--- src/rtl/ifu_pkg.sv ---
// Types and helpers shared by the instruction-fetch cache and its refill responder.
// The line/word ratio fixes the beat count of every refill burst.
package ifu_pkg;

  localparam int unsigned IFU_LINE_WIDTH = 128;
  localparam int unsigned IFU_TAG_WIDTH  = 28;

  typedef enum logic [1:0] {
    IDLE = 2'd0,
    READ = 2'd1,
    WAIT = 2'd2,
    RESP = 2'd3
  } t_refill_state;

  typedef logic [IFU_LINE_WIDTH-1:0] t_line;
  typedef logic [IFU_TAG_WIDTH-1:0]  t_tag;

  function automatic int unsigned beatsOf(input int unsigned lineWidth,
                                          input int unsigned wordWidth);
    return lineWidth / wordWidth;
  endfunction

endpackage

--- src/rtl/ifu_refill_fifo.sv ---
// Small request FIFO for the refill responder (power-of-2 depth, flop storage).
// With IFU_REFILL_DEDUP_EN defined it also reports whether a tag matches any live entry.
module ifu_refill_fifo #(
  parameter int WIDTH = 28,
  parameter int DEPTH = 2
) (
  input  logic             Clock,
  input  logic             Rst,
  input  logic             pushIn,
  input  logic [WIDTH-1:0] dataIn,
  input  logic             popIn,
  output logic [WIDTH-1:0] headOut,
  output logic             fullOut,
  output logic             emptyOut
`ifdef IFU_REFILL_DEDUP_EN
  ,
  input  logic [WIDTH-1:0] cmpTagIn,
  output logic             cmpHitOut
`endif
);

  localparam int PTR_W = $clog2(DEPTH);
  localparam logic [PTR_W-1:0] PTR_ONE  = PTR_W'(1);
  localparam logic [PTR_W:0]   CNT_ONE  = (PTR_W+1)'(1);
  localparam logic [PTR_W:0]   CNT_FULL = (PTR_W+1)'(DEPTH);

  logic [WIDTH-1:0] entries [DEPTH];
  logic [PTR_W-1:0] rdPtr;
  logic [PTR_W-1:0] wrPtr;
  logic [PTR_W:0]   count;

  always_ff @(posedge Clock or negedge Rst) begin
    if (!Rst) begin
      rdPtr <= '0;
      wrPtr <= '0;
      count <= '0;
      for (int i = 0; i < DEPTH; i++) entries[i] <= '0;
    end else begin
      // A push into a full FIFO only arrives together with a pop, so it reuses the head slot.
      if (pushIn) begin
        entries[wrPtr] <= dataIn;
        wrPtr          <= wrPtr + PTR_ONE;
      end
      if (popIn) rdPtr <= rdPtr + PTR_ONE;
      case ({pushIn, popIn})
        2'b10:   count <= count + CNT_ONE;
        2'b01:   count <= count - CNT_ONE;
        default: ;
      endcase
    end
  end

  assign headOut  = entries[rdPtr];
  assign fullOut  = (count == CNT_FULL);
  assign emptyOut = (count == '0);

`ifdef IFU_REFILL_DEDUP_EN
  logic [DEPTH-1:0] hitVec;
  genvar gi;
  for (gi = 0; gi < DEPTH; gi++) begin : gCmp
    logic [PTR_W-1:0] offset;
    // An entry is live when its distance from the read pointer is below the fill count.
    assign offset     = PTR_W'(gi) - rdPtr;
    assign hitVec[gi] = ({1'b0, offset} < count) && (entries[gi] == cmpTagIn);
  end
  assign cmpHitOut = |hitVec;
`endif

endmodule

--- src/rtl/ifu_mem_refill.sv ---
// Refill responder: queues line requests, bursts each line out of word-wide imem, returns it as one pulse.
// IFU_REFILL_DEDUP_EN: drop requests whose tag is already queued or in flight.
module ifu_mem_refill
  import ifu_pkg::*;
#(
  parameter int ADDR_WIDTH   = 32,
  parameter int OFFSET_WIDTH = 4,
  parameter int TAG_WIDTH    = 28,
  parameter int LINE_WIDTH   = 128,
  parameter int WORD_WIDTH   = 32,
  parameter int REQ_DEPTH    = 2
) (
  input  logic                  Clock,
  input  logic                  Rst,
  input  logic [TAG_WIDTH-1:0]  mem_reqTagIn,
  input  logic                  mem_reqTagValidIn,
  output logic [TAG_WIDTH-1:0]  mem_rspTagOut,
  output logic [LINE_WIDTH-1:0] mem_rspInsLineOut,
  output logic                  mem_rspInsLineValidOut,
  output logic                  imem_rdEnOut,
  output logic [ADDR_WIDTH-1:0] imem_rdAddrOut,
  input  logic [WORD_WIDTH-1:0] imem_rdDataIn,
  output logic                  busyOut,
  output logic                  ovfStickyOut
);

  localparam int BEATS  = beatsOf(LINE_WIDTH, WORD_WIDTH);
  localparam int BEAT_W = $clog2(BEATS);
  localparam logic [BEAT_W-1:0] BEAT_ONE  = BEAT_W'(1);
  localparam logic [BEAT_W-1:0] LAST_BEAT = BEAT_W'(BEATS - 1);

  t_refill_state          stateReg;
  logic [BEAT_W-1:0]      beatReg;
  logic [TAG_WIDTH-1:0]   tagReg;
  logic                   rdEnReg;
  logic                   rspValidReg;
  logic                   ovfReg;

  logic [TAG_WIDTH-1:0]   fifoHead;
  logic                   fifoFull;
  logic                   fifoEmpty;
  logic                   fifoPop;
  logic                   fifoPush;
  logic                   dupHit;
  logic                   reqLive;
  logic                   captureEn;
  logic [BEAT_W-1:0]      slotIdx;
  logic [OFFSET_WIDTH-1:0] lineOffset;

  assign fifoPop  = !fifoEmpty && ((stateReg == IDLE) || (stateReg == RESP));
  assign reqLive  = mem_reqTagValidIn && !dupHit;
  assign fifoPush = reqLive && (!fifoFull || fifoPop);

`ifdef IFU_REFILL_DEDUP_EN
  logic fifoHit;
  assign dupHit = mem_reqTagValidIn &&
                  (fifoHit || ((stateReg != IDLE) && (tagReg == mem_reqTagIn)));
`else
  assign dupHit = 1'b0;
`endif

  ifu_refill_fifo #(
    .WIDTH (TAG_WIDTH),
    .DEPTH (REQ_DEPTH)
  ) u_fifo (
    .Clock    (Clock),
    .Rst      (Rst),
    .pushIn   (fifoPush),
    .dataIn   (mem_reqTagIn),
    .popIn    (fifoPop),
    .headOut  (fifoHead),
    .fullOut  (fifoFull),
    .emptyOut (fifoEmpty)
`ifdef IFU_REFILL_DEDUP_EN
    ,
    .cmpTagIn (mem_reqTagIn),
    .cmpHitOut(fifoHit)
`endif
  );

  always_ff @(posedge Clock or negedge Rst) begin
    if (!Rst) begin
      stateReg    <= IDLE;
      beatReg     <= '0;
      tagReg      <= '0;
      rdEnReg     <= 1'b0;
      rspValidReg <= 1'b0;
      ovfReg      <= 1'b0;
    end else begin
      rspValidReg <= 1'b0;
      if (reqLive && fifoFull && !fifoPop) ovfReg <= 1'b1;
      unique case (stateReg)
        IDLE: begin
          if (!fifoEmpty) begin
            tagReg   <= fifoHead;
            beatReg  <= '0;
            rdEnReg  <= 1'b1;
            stateReg <= READ;
          end
        end
        READ: begin
          // Wraps back to 0 after the last beat, which WAIT relies on to address its capture slot.
          beatReg <= beatReg + BEAT_ONE;
          if (beatReg == LAST_BEAT) begin
            rdEnReg  <= 1'b0;
            stateReg <= WAIT;
          end
        end
        WAIT: begin
          rspValidReg <= 1'b1;
          stateReg    <= RESP;
        end
        RESP: begin
          if (!fifoEmpty) begin
            tagReg   <= fifoHead;
            beatReg  <= '0;
            rdEnReg  <= 1'b1;
            stateReg <= READ;
          end else begin
            stateReg <= IDLE;
          end
        end
        default: stateReg <= IDLE;
      endcase
    end
  end

  // Read data lags the address by one cycle, so it belongs to the previously issued beat.
  assign captureEn = ((stateReg == READ) && (beatReg != '0)) || (stateReg == WAIT);
  assign slotIdx   = beatReg - BEAT_ONE;

  genvar gi;
  for (gi = 0; gi < BEATS; gi++) begin : gLine
    logic [WORD_WIDTH-1:0] wordReg;
    always_ff @(posedge Clock or negedge Rst) begin
      if (!Rst) begin
        wordReg <= '0;
      end else if (captureEn && (slotIdx == BEAT_W'(gi))) begin
        wordReg <= imem_rdDataIn;
      end
    end
    assign mem_rspInsLineOut[gi*WORD_WIDTH +: WORD_WIDTH] = wordReg;
  end

  assign lineOffset             = {beatReg, 2'b00};
  assign imem_rdAddrOut         = {tagReg, lineOffset};
  assign imem_rdEnOut           = rdEnReg;
  assign mem_rspTagOut          = tagReg;
  assign mem_rspInsLineValidOut = rspValidReg;
  assign busyOut                = (stateReg != IDLE) || !fifoEmpty;
  assign ovfStickyOut           = ovfReg;

endmodule

--- config.mk ---
export PLATFORM = sky130hd
export DESIGN_NAME = ifu_mem_refill
export DESIGN_NICKNAME = d
export VERILOG_FILES = /design/src/rtl/ifu_pkg.sv /design/src/rtl/ifu_refill_fifo.sv /design/src/rtl/ifu_mem_refill.sv
export SDC_FILE = /design/constraint.sdc
export NUM_CORES = 1
export LEC_CHECK = 0
export CORE_UTILIZATION = 37
export DETAILED_ROUTE_END_ITERATION = 7
export PLACE_DENSITY = 0.63
export SLEW_MARGIN = 20
export SYNTH_ARGS = -nofsm -noshare
export SYNTH_HDL_FRONTEND = slang
export SYNTH_SLANG_ARGS = --single-unit
--- constraint.sdc ---
create_clock -name Clock -period 5.1 [get_ports Clock]
set_input_delay 1.02 -clock Clock [delete_from_list [all_inputs] [get_ports Clock]]
set_output_delay 1.02 -clock Clock [all_outputs]
set_load 0.05 [all_outputs]
* Yosys cells after proc, flatten, opt, wreduce, memory -nomap -nowiden
Cells that the tools add are included.
Word-level totals: register bits after elaboration 223, output and inout port bits 192
Cells by class: $add $sub $neg 6, order comparisons 3, equality and inequality tests 13, multiplexer cells 17, bitwise operators 3, reduce and logical (&&, ||, !) cells 29
Operators by type and width (count):
- $mux W28 | 4
- $bwmux W56 | 1
- $demux W28 S1 | 1
- $eq A2 B2 Y1 const B | 7
- $logic_and A1 B1 Y1 | 10
- $pmux W2 S2 | 2
- $pmux W2 S4 | 1
- $reduce_bool A2 Y1 | 4
- $eq A2 B1 Y1 const B | 3
- $logic_not A2 Y1 | 3
- $mux W2 | 3
- $ne A2 B2 Y1 const B | 3
- $reduce_and A2 Y1 | 3
- $add A2 B1 Y2 const B | 2
- $ge A2 B2 Y1 const B | 2
- $logic_or A1 B1 Y1 | 4
- $mux W1 | 4
- $not A1 Y2 | 2
- $sub A2 B1 Y2 const B | 2
- $logic_not A1 Y1 | 3
- $reduce_and A3 Y1 | 1
- $add A1 B1 Y1 const B | 2
- $lt A2 B1 Y1 const B | 1
- $pmux W1 S2 | 1
- 2 further kinds | 2

* Depth between registers and ports, before layout
Gate-level depths: netlist of run 1.
depth after elaboration 7, mapped depth 11

* Hierarchy
From an unflattened synthesis of run 1, not the netlist that was laid out.
Unflattened totals: cell total of the unflattened synthesis 571, area, all modules 9660.5 um2
By module, submodules not included:
- ifu_mem_refill | instances 1, cells an instance 408, area an instance 7049.3 um2, seq. area each 4078.9 um2
- ifu_refill_fifo | instances 1, cells an instance 163, area an instance 2611.3 um2, seq. area each 1501.4 um2

* Worst setup path after synthesis of run 1
OpenSTA, ideal clock, no wires.
path kind register to output, from register stateReg[0], to output busyOut, data arrival time 1.252 ns, slack 2.828 ns, cell stages (with the launch flop) 4, path buffers 0, cell sequence dfrtp_1 > inv_1 > ha_1 > or3b_2
On the way: longest elaborated chain between the ends 2
Ends and longest elaborated chain:
- start, declared | line ifu_mem_refill.sv:32 | t_refill_state stateReg;
- start signal, assigned | line ifu_mem_refill.sv:83 | stateReg <= IDLE;
- start signal, assigned | line ifu_mem_refill.sv:98 | stateReg <= READ;
- start signal, assigned | line ifu_mem_refill.sv:106 | stateReg <= WAIT;
- $reduce_bool A2 Y1 | line ifu_mem_refill.sv:150 | assign busyOut = (stateReg != IDLE) || !fifoEmpty;
- $logic_or A1 B1 Y1 | line ifu_mem_refill.sv:150
- end, declared | line ifu_mem_refill.sv:23 | output logic busyOut,
Every way passes these cells.

* Final worst setup path of run 1
Same ends and word-level chain as after synthesis.

==> qor.txt, run 1 <==
Hold Crit Class: in2async
Worst-skew pair later-pin latency: 0.50 ns
Number of global-route vias before repair: 5,685
Status: completed
Top FF cell, synth: dfrtp_1
DRC: 0
First-pass GRT wire length: 32,300 µm
Cell taking the most area after synthesis: dfrtp_1
Htree depth: 1
Worst path max stage delay: 0.75 ns
Unrepaired setup endpoints after global routing: no
Sequential element share of the synthesized area: 60.5%
CP max FO: 5
Placed cell area: 11,800 µm²
Hold Vio Cnt, Final: 0
Detailed placement HPWL: 13,600 µm
Die span in y: 160 µm
Netlist Area Pre-Place: 9220 µm²
Core Area: 24,400 µm²
Reg clk slew, reported paths: 0.06 ns
CP Launch Type: register
Final setup TNS: 0 ns
Port-buffer cells: 252
Area grow syn2layout: 37.0%
Mean number of vias per cell: 4.61
Fin nets: 910
FF-to-FF setup slack: 2.65 ns
Maxcap violations: 0
Slowest CP cell: clkdlybuf4s50_1
# clock sinks: 223
Post-synth EDFFs: 0
Number of diodes: 0
CTS tree: built
Die Span X: 160 µm
Synth top area share: 60.5%
Worst slew pin tran: 0.799 ns
Die area: 25,600 µm²
Clk Tree Root Cell: clkbuf_16
Post-cts resize count: 0
Initial detailed-routing violation count: 162
Max Clk Rate: 286 MHz
Final min period: 3.50 ns
Syn avg cell area: 15.3 µm²
CP endpoint kind: output port
Max-slew headroom: 46.7%
Synth cell types: 33
#FFs+latches synth: 223
FF-to-FF path depth: 8
Final instance area: 12,600 µm²
TritonCTS Buffers: 25
Arrival time worst endpoint: 2.48 ns
GRT Overall Usage: 15.9%
Row Count: 57
# IOs: 255
Met2 Use GR: 26.9%
Share of cells above drive strength 1: 28.5%
Met1 Use GR: 20.9%
Routability cong.: 0.724
Final setup fails: 0
Starting density of the core: 37.8%
Count leader, synth: dfrtp_1
Worst-path cell chain: inv_1, ha_1, or3b_2, clkdlybuf4s50_1
Drt first pass iters: 4
Cell count after synthesis: 604
Hold_buf cts: 0
GR Layer Usage met3: 2.88%
GRT overflow: 0
R2r startpoint: stateReg[0]$_DFFE_PN0P_
Setup bufs post-CTS: 0
Initial antenna violation count: 0
Worst r2r dst: u_fifo.count[1]$_DFFE_PN0P_
CP required: 4.08 ns
Final period util: 68.6%
Detailed-route via count: 5,430
DRT antenna net count: 0
Synth top cells by count: 223 x dfrtp_1, 144 x mux2_2, 43 x buf_4
Worst Clk Skew: 0.00727 ns
Final number of max-transition violations: 0
Worst hold slack: 0.490 ns
Clock Tree Buf Depth: 3
Routed WL per cell: 17.1 µm
Asr flop ratio synth: 100%
CP Class: reg2out
Largest net degree at the start of global routing: 94
Final WL: 20,200 µm
GR peak layer: met2
Synthesis warning total: 0
Dominant cells by area after synthesis: dfrtp_1 61%, mux2_2 18%, mux2_4 6.5%
==> worst max path at each step <==
stage | endpoint | from | slack [ns] | cells past startpoint
final | busyOut | stateReg[0]$_DFFE_PN0P_ | 1.60 | 4
after global routing | busyOut | stateReg[0]$_DFFE_PN0P_ | 1.53 | 4
after CTS | busyOut | stateReg[0]$_DFFE_PN0P_ | 1.58 | 4
after detailed placement | busyOut | stateReg[0]$_DFFE_PN0P_ | 2.13 | 4
after global placement | busyOut | stateReg[0]$_DFFE_PN0P_ | 2.18 | 4
after floorplan | busyOut | stateReg[0]$_DFFE_PN0P_ | 2.83 | 3
==> flip-flops by register name (all words and copies together), names as in the netlist <==
name / flops
stateReg: 2
u_fifo.entries: 56
mem_rspInsLineValidOut: 1
beatReg: 2
u_fifo.count: 2
mem_rspTagOut: 28
u_fifo.wrPtr: 1
u_fifo.rdPtr: 1
gLine.wordReg: 128
ovfStickyOut: 1
imem_rdEnOut: 1
==> layout make-up <==
type                    instances  area (µm²)
clock buffers                  34         689
inverters                       6        22.5
fillers                      2104       11800
clock inverters                11         111
repair buffers                261        2610
multi-input cells             318        3220
well taps                     324         405
flip-flops and latches        223        5580
==> routing by layer <==
metal / up-vias / wire [µm] / part of all wire [%]
li1: 2533 / - / -
met1: 2703 / 8800 / 44
met2: 154 / 9790 / 49
met3: 40 / 1090 / 5.4
met4: 0 / 474 / 2.4
met5: - / 0 / 0
==> per-stage QoR <==
| step | setup slack, ns | cells | utilization (%) |
|---|---|---|---|
| global route | 1.53 | 1177 | 51.8 |
| floorplan | 2.83 | 605 | - |
| detailed placement | 2.13 | 1132 | 48.5 |
| global placement | 2.18 | 1132 | 48.5 |
| finish | 1.60 | 1177 | 51.8 |
| CTS | 1.58 | 1177 | 51.8 |
==> critical path, delay by kind of cell (launching register included) <==
| kind | cells | cell delay, ns |
|---|---|---|
| AND/OR/NAND/NOR | 1 | 0.49 |
| flip-flops | 1 | 0.40 |
| adder cells (fa/ha/maj) | 1 | 0.17 |
| buffers and inverters | 2 | 0.91 |
==> layout by cell type, fill, tap and decap left out, types with 6 or more instances in the layout <==
cell and n:
mux2_4 40, inv_1 6, buf_4 8, ha_1 12, clkinv_2 7, mux2i_1 29, o21ai_0 29, nand2_1 33
clkbuf_16 25, dfrtp_1 223, clkbuf_1 6, clkdlybuf4s50_1 251, mux2_2 144
==> cell families (layout without fill, tap and decap cells) <==
family,Yosys count,count (layout),synth area share (%)
DFF,223,223,60.5
muxes,213,213,27.2
buffers and inverters,64,312,5.09
and+or+nand+nor,44,44,2.31
AOI/OAI and AO/OA,41,41,2.59
adders and majority gates,12,12,1.63
xor gates and xnor gates,6,6,0.570
other,1,2,0.0407
Power of run 1 is not shown: default switching activity piles up to over one toggle a cycle in this logic, so the estimate is an artifact.
==> run 2, diff against run 1 <==
==> constraint.sdc (replaced) <==
create_clock -name Clock -period 3.55 [get_ports Clock]
set_input_delay 0.71 -clock Clock [delete_from_list [all_inputs] [get_ports Clock]]
set_output_delay 0.71 -clock Clock [all_outputs]
set_load 0.05 [all_outputs]
==> qor.txt, run 2 (synthesis gave the netlist of run 1 again) <==
GRT Overall Usage: 16.3% (was 15.9%)
Drt first pass iters: 4 (unchanged)
Placed instance count: 1,134 (was 1,132)
Largest net degree at the start of global routing: 81 (was 94)
TritonCTS Buffers: 24 (was 25)
Clk Tree Root Cell: clkbuf_16 (unchanged)
DRC: 0 (unchanged)
Biggest register: gLine.wordReg (unchanged)
Starting density of the core: 37.8% (unchanged)
Hold Vio Cnt, Final: 0 (unchanged)
R2r startpoint: stateReg[1]$_DFFE_PN0P_ (was stateReg[0]$_DFFE_PN0P_)
Worst path max stage delay: 0.75 ns (about the same)
Non-filler cells, final: 1,177 (unchanged)
Htree depth: 1 (unchanged)
Worst-skew pair later-pin latency: 0.51 ns (was 0.50 ns)
Routability cong.: 0.742 (was 0.724)
Die span in y: 160 µm (unchanged)
Family with the most delay on the worst path: buffers and inverters (unchanged)
# IOs: 255 (unchanged)
Worst-path cell chain: inv_1, ha_1, or3b_2, clkdlybuf4s50_1 (unchanged)
Dpl ws: 0.908 ns (was 2.13 ns)
Die Span X: 160 µm (unchanged)
CP Launch Type: register (unchanged)
Hold_buf cts: 0 (unchanged)
Initial detailed-routing violation count: 198 (was 162)
Post-cts resize count: 0 (unchanged)
WP depth: 4 (unchanged)
CP max FO: 4 (was 5)
CP Class: reg2out (unchanged)
Die area: 25,600 µm² (unchanged)
Setup bufs post-CTS: 0 (unchanged)
Number of flip-flops in the largest register: 128 (unchanged)
Critical Path Source: stateReg[1]$_DFFE_PN0P_ (was stateReg[0]$_DFFE_PN0P_)
Fin nets: 911 (was 910)
Maxcap violations: 0 (unchanged)
Final period util: 88.9%
Number of global-route vias before repair: 5,618 (was 5,685)
Most frequent cells in the layout: 251 x clkdlybuf4s50_1, 223 x dfrtp_1, 144 x mux2_2 (unchanged)
Max-slew headroom: 35.3% (was 46.7%)
Row Count: 57 (unchanged)
Reg clk slew, reported paths: 0.06 ns (about the same)
Detailed placement HPWL: 13,800 µm (was 13,600 µm)
Fin worst setup slack: 0.394 ns (was 1.60 ns)
Arrival time worst endpoint: 2.45 ns (was 2.48 ns)
Hold Crit Class: in2async (unchanged)
GRT overflow: 0 (unchanged)
Final WL: 20,400 µm (was 20,200 µm)
Port-buffer cells: 252 (unchanged)
CP required: 2.84 ns (was 4.08 ns)
Routed WL per cell: 17.3 µm (was 17.1 µm)
Worst slew pin tran: 0.971 ns (was 0.799 ns)
Final setup TNS: 0 ns (unchanged)
Final setup fails: 0 (unchanged)
Worst hold slack: 0.167 ns (was 0.490 ns)
Detailed-route via count: 5,388 (was 5,430)
Worst Clk Skew: 0.0109 ns (was 0.00727 ns)
Most common cell after layout, fill and taps aside: clkdlybuf4s50_1 (unchanged)
Clock Tree Buf Depth: 3 (unchanged)
CP endpoint kind: output port (unchanged)
CP Buf/Inv Count: 2 (unchanged)
Unrepaired setup endpoints after global routing: no (unchanged)
# clock sinks: 223 (unchanged)
Area grow syn2layout: 38.0% (was 37.0%)
FF-to-FF path depth: 6 (was 8)
Mean number of vias per cell: 4.58 (was 4.61)
Share of cells above drive strength 1: 28.8% (was 28.5%)
Slowest CP cell: clkdlybuf4s50_1 (unchanged)
Number of diodes: 0 (unchanged)
Status: completed (unchanged)
Initial antenna violation count: 0 (unchanged)
Final min period: 3.16 ns
FF-to-FF setup slack: 1.22 ns (was 2.65 ns)
Filler Cell Count: 2,095 (was 2,104)
CTS tree: built (unchanged)
Worst r2r dst: gLine[2].wordReg[15]$_DFFE_PN0P_ (was u_fifo.count[1]$_DFFE_PN0P_)
Final number of max-transition violations: 0 (unchanged)
DRT antenna net count: 0 (unchanged)
Core Area: 24,400 µm² (unchanged)
Max Clk Rate: 317 MHz
First-pass GRT wire length: 33,100 µm (was 32,300 µm)
[run 2: metrics by stage]
step | util, % | cell area, µm²
finish | 52.2 | 12700
global route | 52.2 | 12700
CTS | 52.2 | 12700
detailed placement | 48.7 | 11900
global placement | 48.7 | 11900
floorplan | - | 9220
[run 2: how the worst max path moves through the flow]
| stage | to | slack, ns |
|---|---|---|
| floorplan | u_fifo.count[1]$_DFFE_PN0P_ | 1.37 |
| global placement | busyOut | 0.94 |
| detailed placement | busyOut | 0.91 |
| CTS | busyOut | 0.36 |
| global route | busyOut | 0.31 |
| finish | busyOut | 0.39 |
[run 2: metal layers]
layer	vias up	global-route usage [%]	share of wire (%)
li1	2532	-	-
met1	2680	21.7	44
met2	148	26.8	48
met3	28	3.19	5.1
met4	0	5.32	2.6
met5	-	0	0
[run 2: worst reg2reg max path, delay by kind of cell (launching register included)]
kind	cells	cell delay [ns]
mux	1	0.39
buf+inv	2	0.54
compound gates	1	0.38
flops	1	0.40
simple gates	1	0.24
fa+ha+maj	1	0.27
[run 2: area by class of cell]
type | instances | area [µm²] | share of cell area [%]
Sequential cell | 223 | 5580 | 43.8
Multi-Input combinational cell | 318 | 3220 | 25.3
Timing Repair Buffer | 263 | 2650 | 20.8
Clock buffer | 35 | 733 | 5.76
Tap cell | 324 | 405 | 3.19
Clock inverter | 8 | 121 | 0.954
Inverter | 6 | 22.5 | 0.177
Power of run 2 is left out for the same reason.
==> run 3, diff against run 2 <==
--- a/config.mk
+++ b/config.mk
@@ -5,9 +5,11 @@
 export SDC_FILE = /design/constraint.sdc
 export NUM_CORES = 1
 export LEC_CHECK = 0
-export CORE_UTILIZATION = 37
+export CELL_PAD_IN_SITES_DETAIL_PLACEMENT = 1
+export CELL_PAD_IN_SITES_GLOBAL_PLACEMENT = 1
+export CORE_UTILIZATION = 35
 export DETAILED_ROUTE_END_ITERATION = 7
-export PLACE_DENSITY = 0.63
+export PLACE_DENSITY = 0.72
 export SLEW_MARGIN = 20
 export SYNTH_ARGS = -nofsm -noshare
 export SYNTH_HDL_FRONTEND = slang
==> qor.txt, run 3 (synthesis gave the netlist of run 1 again) <==
Status: completed (unchanged)
Clk Tree Root Cell: clkbuf_16 (unchanged)
Final setup fails: 0 (unchanged)
Fin nets: 912 (was 911)
Reg clk slew, reported paths: 0.05 ns (was 0.06 ns)
CP Launch Type: register (unchanged)
FF-to-FF path depth: 6 (unchanged)
CTS tree: built (unchanged)
Area grow syn2layout: 36.9% (was 38.0%)
# clock sinks: 223 (unchanged)
CP endpoint kind: output port (unchanged)
Final period util: 87.8% (was 88.9%)
First-pass GRT wire length: 34,400 µm (was 33,100 µm)
Detailed placement HPWL: 15,100 µm (was 13,800 µm)
Worst-skew pair later-pin latency: 0.50 ns (was 0.51 ns)
Number of diodes: 0 (unchanged)
FF-to-FF setup slack: 1.21 ns (was 1.22 ns)
Worst r2r dst: gLine[1].wordReg[24]$_DFFE_PN0P_ (was gLine[2].wordReg[15]$_DFFE_PN0P_)
Drt first pass iters: 4 (unchanged)
Mean number of vias per cell: 4.71 (was 4.58)
Htree depth: 1 (unchanged)
Initial detailed-routing violation count: 241 (was 198)
CP max FO: 5 (was 4)
Starting density of the core: 35.5% (was 37.8%)
Final min period: 3.12 ns (was 3.16 ns)
Setup bufs post-CTS: 0 (unchanged)
Detailed-route via count: 5,579 (was 5,388)
Routed WL per cell: 18.7 µm (was 17.3 µm)
Die area: 27,000 µm² (was 25,600 µm²)
Maxcap violations: 0 (unchanged)
Arrival time worst endpoint: 2.41 ns (was 2.45 ns)
GRT Overall Usage: 16.4% (was 16.3%)
GRT overflow: 0 (unchanged)
Port-buffer cells: 252 (unchanged)
Die span in y: 164 µm (was 160 µm)
Routability cong.: 0.691 (was 0.742)
Hold Crit Class: in2async (unchanged)
Core Area: 26,000 µm² (was 24,400 µm²)
Share of cells above drive strength 1: 28.4% (was 28.8%)
Worst-path cell chain: inv_1, ha_1, or3b_2, clkdlybuf4s50_1 (unchanged)
DRC: 0 (unchanged)
DRT antenna net count: 0 (unchanged)
Die Span X: 164 µm (was 160 µm)
Most frequent cells in the layout: 251 x clkdlybuf4s50_1, 222 x dfrtp_1, 144 x mux2_2 (was 251 x clkdlybuf4s50_1, 223 x dfrtp_1, 144 x mux2_2)
Unrepaired setup endpoints after global routing: no (unchanged)
Clock Tree Buf Depth: 3 (unchanged)
Final setup TNS: 0 ns (unchanged)
Initial antenna violation count: 0 (unchanged)
Slowest CP cell: clkdlybuf4s50_1 (unchanged)
# IOs: 255 (unchanged)
Hold Vio Cnt, Final: 0 (unchanged)
Worst Clk Skew: 0.00808 ns (was 0.0109 ns)
Worst path max stage delay: 0.74 ns (was 0.75 ns)
Max-slew headroom: 35.5% (was 35.3%)
Final WL: 22,200 µm (was 20,400 µm)
Worst slew pin tran: 0.968 ns (was 0.971 ns)
Most common cell after layout, fill and taps aside: clkdlybuf4s50_1 (unchanged)
R2r startpoint: beatReg[0]$_DFFE_PN0P_ (was stateReg[1]$_DFFE_PN0P_)
Number of global-route vias before repair: 5,928 (was 5,618)
Hold_buf cts: 0 (unchanged)
Final number of max-transition violations: 0 (unchanged)
Row Count: 59 (was 57)
Post-cts resize count: 0 (unchanged)
CP Class: reg2out (unchanged)
CP required: 2.84 ns (about the same)
Largest net degree at the start of global routing: 88 (was 81)
Number of flip-flops in the largest register: 128 (unchanged)
Max Clk Rate: 321 MHz (was 317 MHz)
TritonCTS Buffers: 25 (was 24)
Biggest register: gLine.wordReg (unchanged)
==> run 3: per-layer routing <==
layer	routed length (µm)	track usage, %
met5	0	0
met1	9500	21.5
met2	11000	27.3
met3	1240	3.36
met4	461	4.67
==> run 3: layout make-up <==
class	instances	area (µm²)
Fill cell	2573	13400
Tap cell	335	419
Timing Repair Buffer	263	2620
Multi-Input combinational cell	318	3220
Clock buffer	35	713
Inverter	6	22.5
Clock inverter	4	47.5
Sequential cell	223	5580
==> run 3: worst max path at each step <==
| stage | end | slack [ns] | startpoint |
|---|---|---|---|
| 4_1_cts | busyOut | 0.38 | stateReg[0]$_DFFE_PN0P_ |
| 5_1_grt | busyOut | 0.33 | stateReg[0]$_DFFE_PN0P_ |
| 2_1_floorplan | u_fifo.count[1]$_DFFE_PN0P_ | 1.37 | stateReg[0]$_DFFE_PN0P_ |
| 6_report | busyOut | 0.43 | stateReg[0]$_DFFE_PN0P_ |
| 3_5_place_dp | busyOut | 0.92 | stateReg[0]$_DFFE_PN0P_ |
| 3_3_place_gp | busyOut | 0.94 | stateReg[0]$_DFFE_PN0P_ |
==> run 3: through the flow <==
stage	std cells	hold WS [ns]	setup WS (ns)	cell area (µm²)	util, %
after global placement	1145	0.465	0.940	11900	45.6
after floorplan	605	0.414	1.37	9220	-
final	1184	0.192	0.433	12600	48.6
after CTS	1184	0.213	0.377	12600	48.6
after detailed placement	1145	0.470	0.916	11900	45.6
after global routing	1184	0.227	0.328	12600	48.6
==> run 3: worst max-delay path: cells and delay by family (launching register included) <==
| kind | cells | cell delay (ns) |
|---|---|---|
| fa+ha+maj | 1 | 0.16 |
| buf+inv | 2 | 0.88 |
| flops | 1 | 0.40 |
| simple gates | 1 | 0.47 |
Power of run 3 is left out for the same reason.
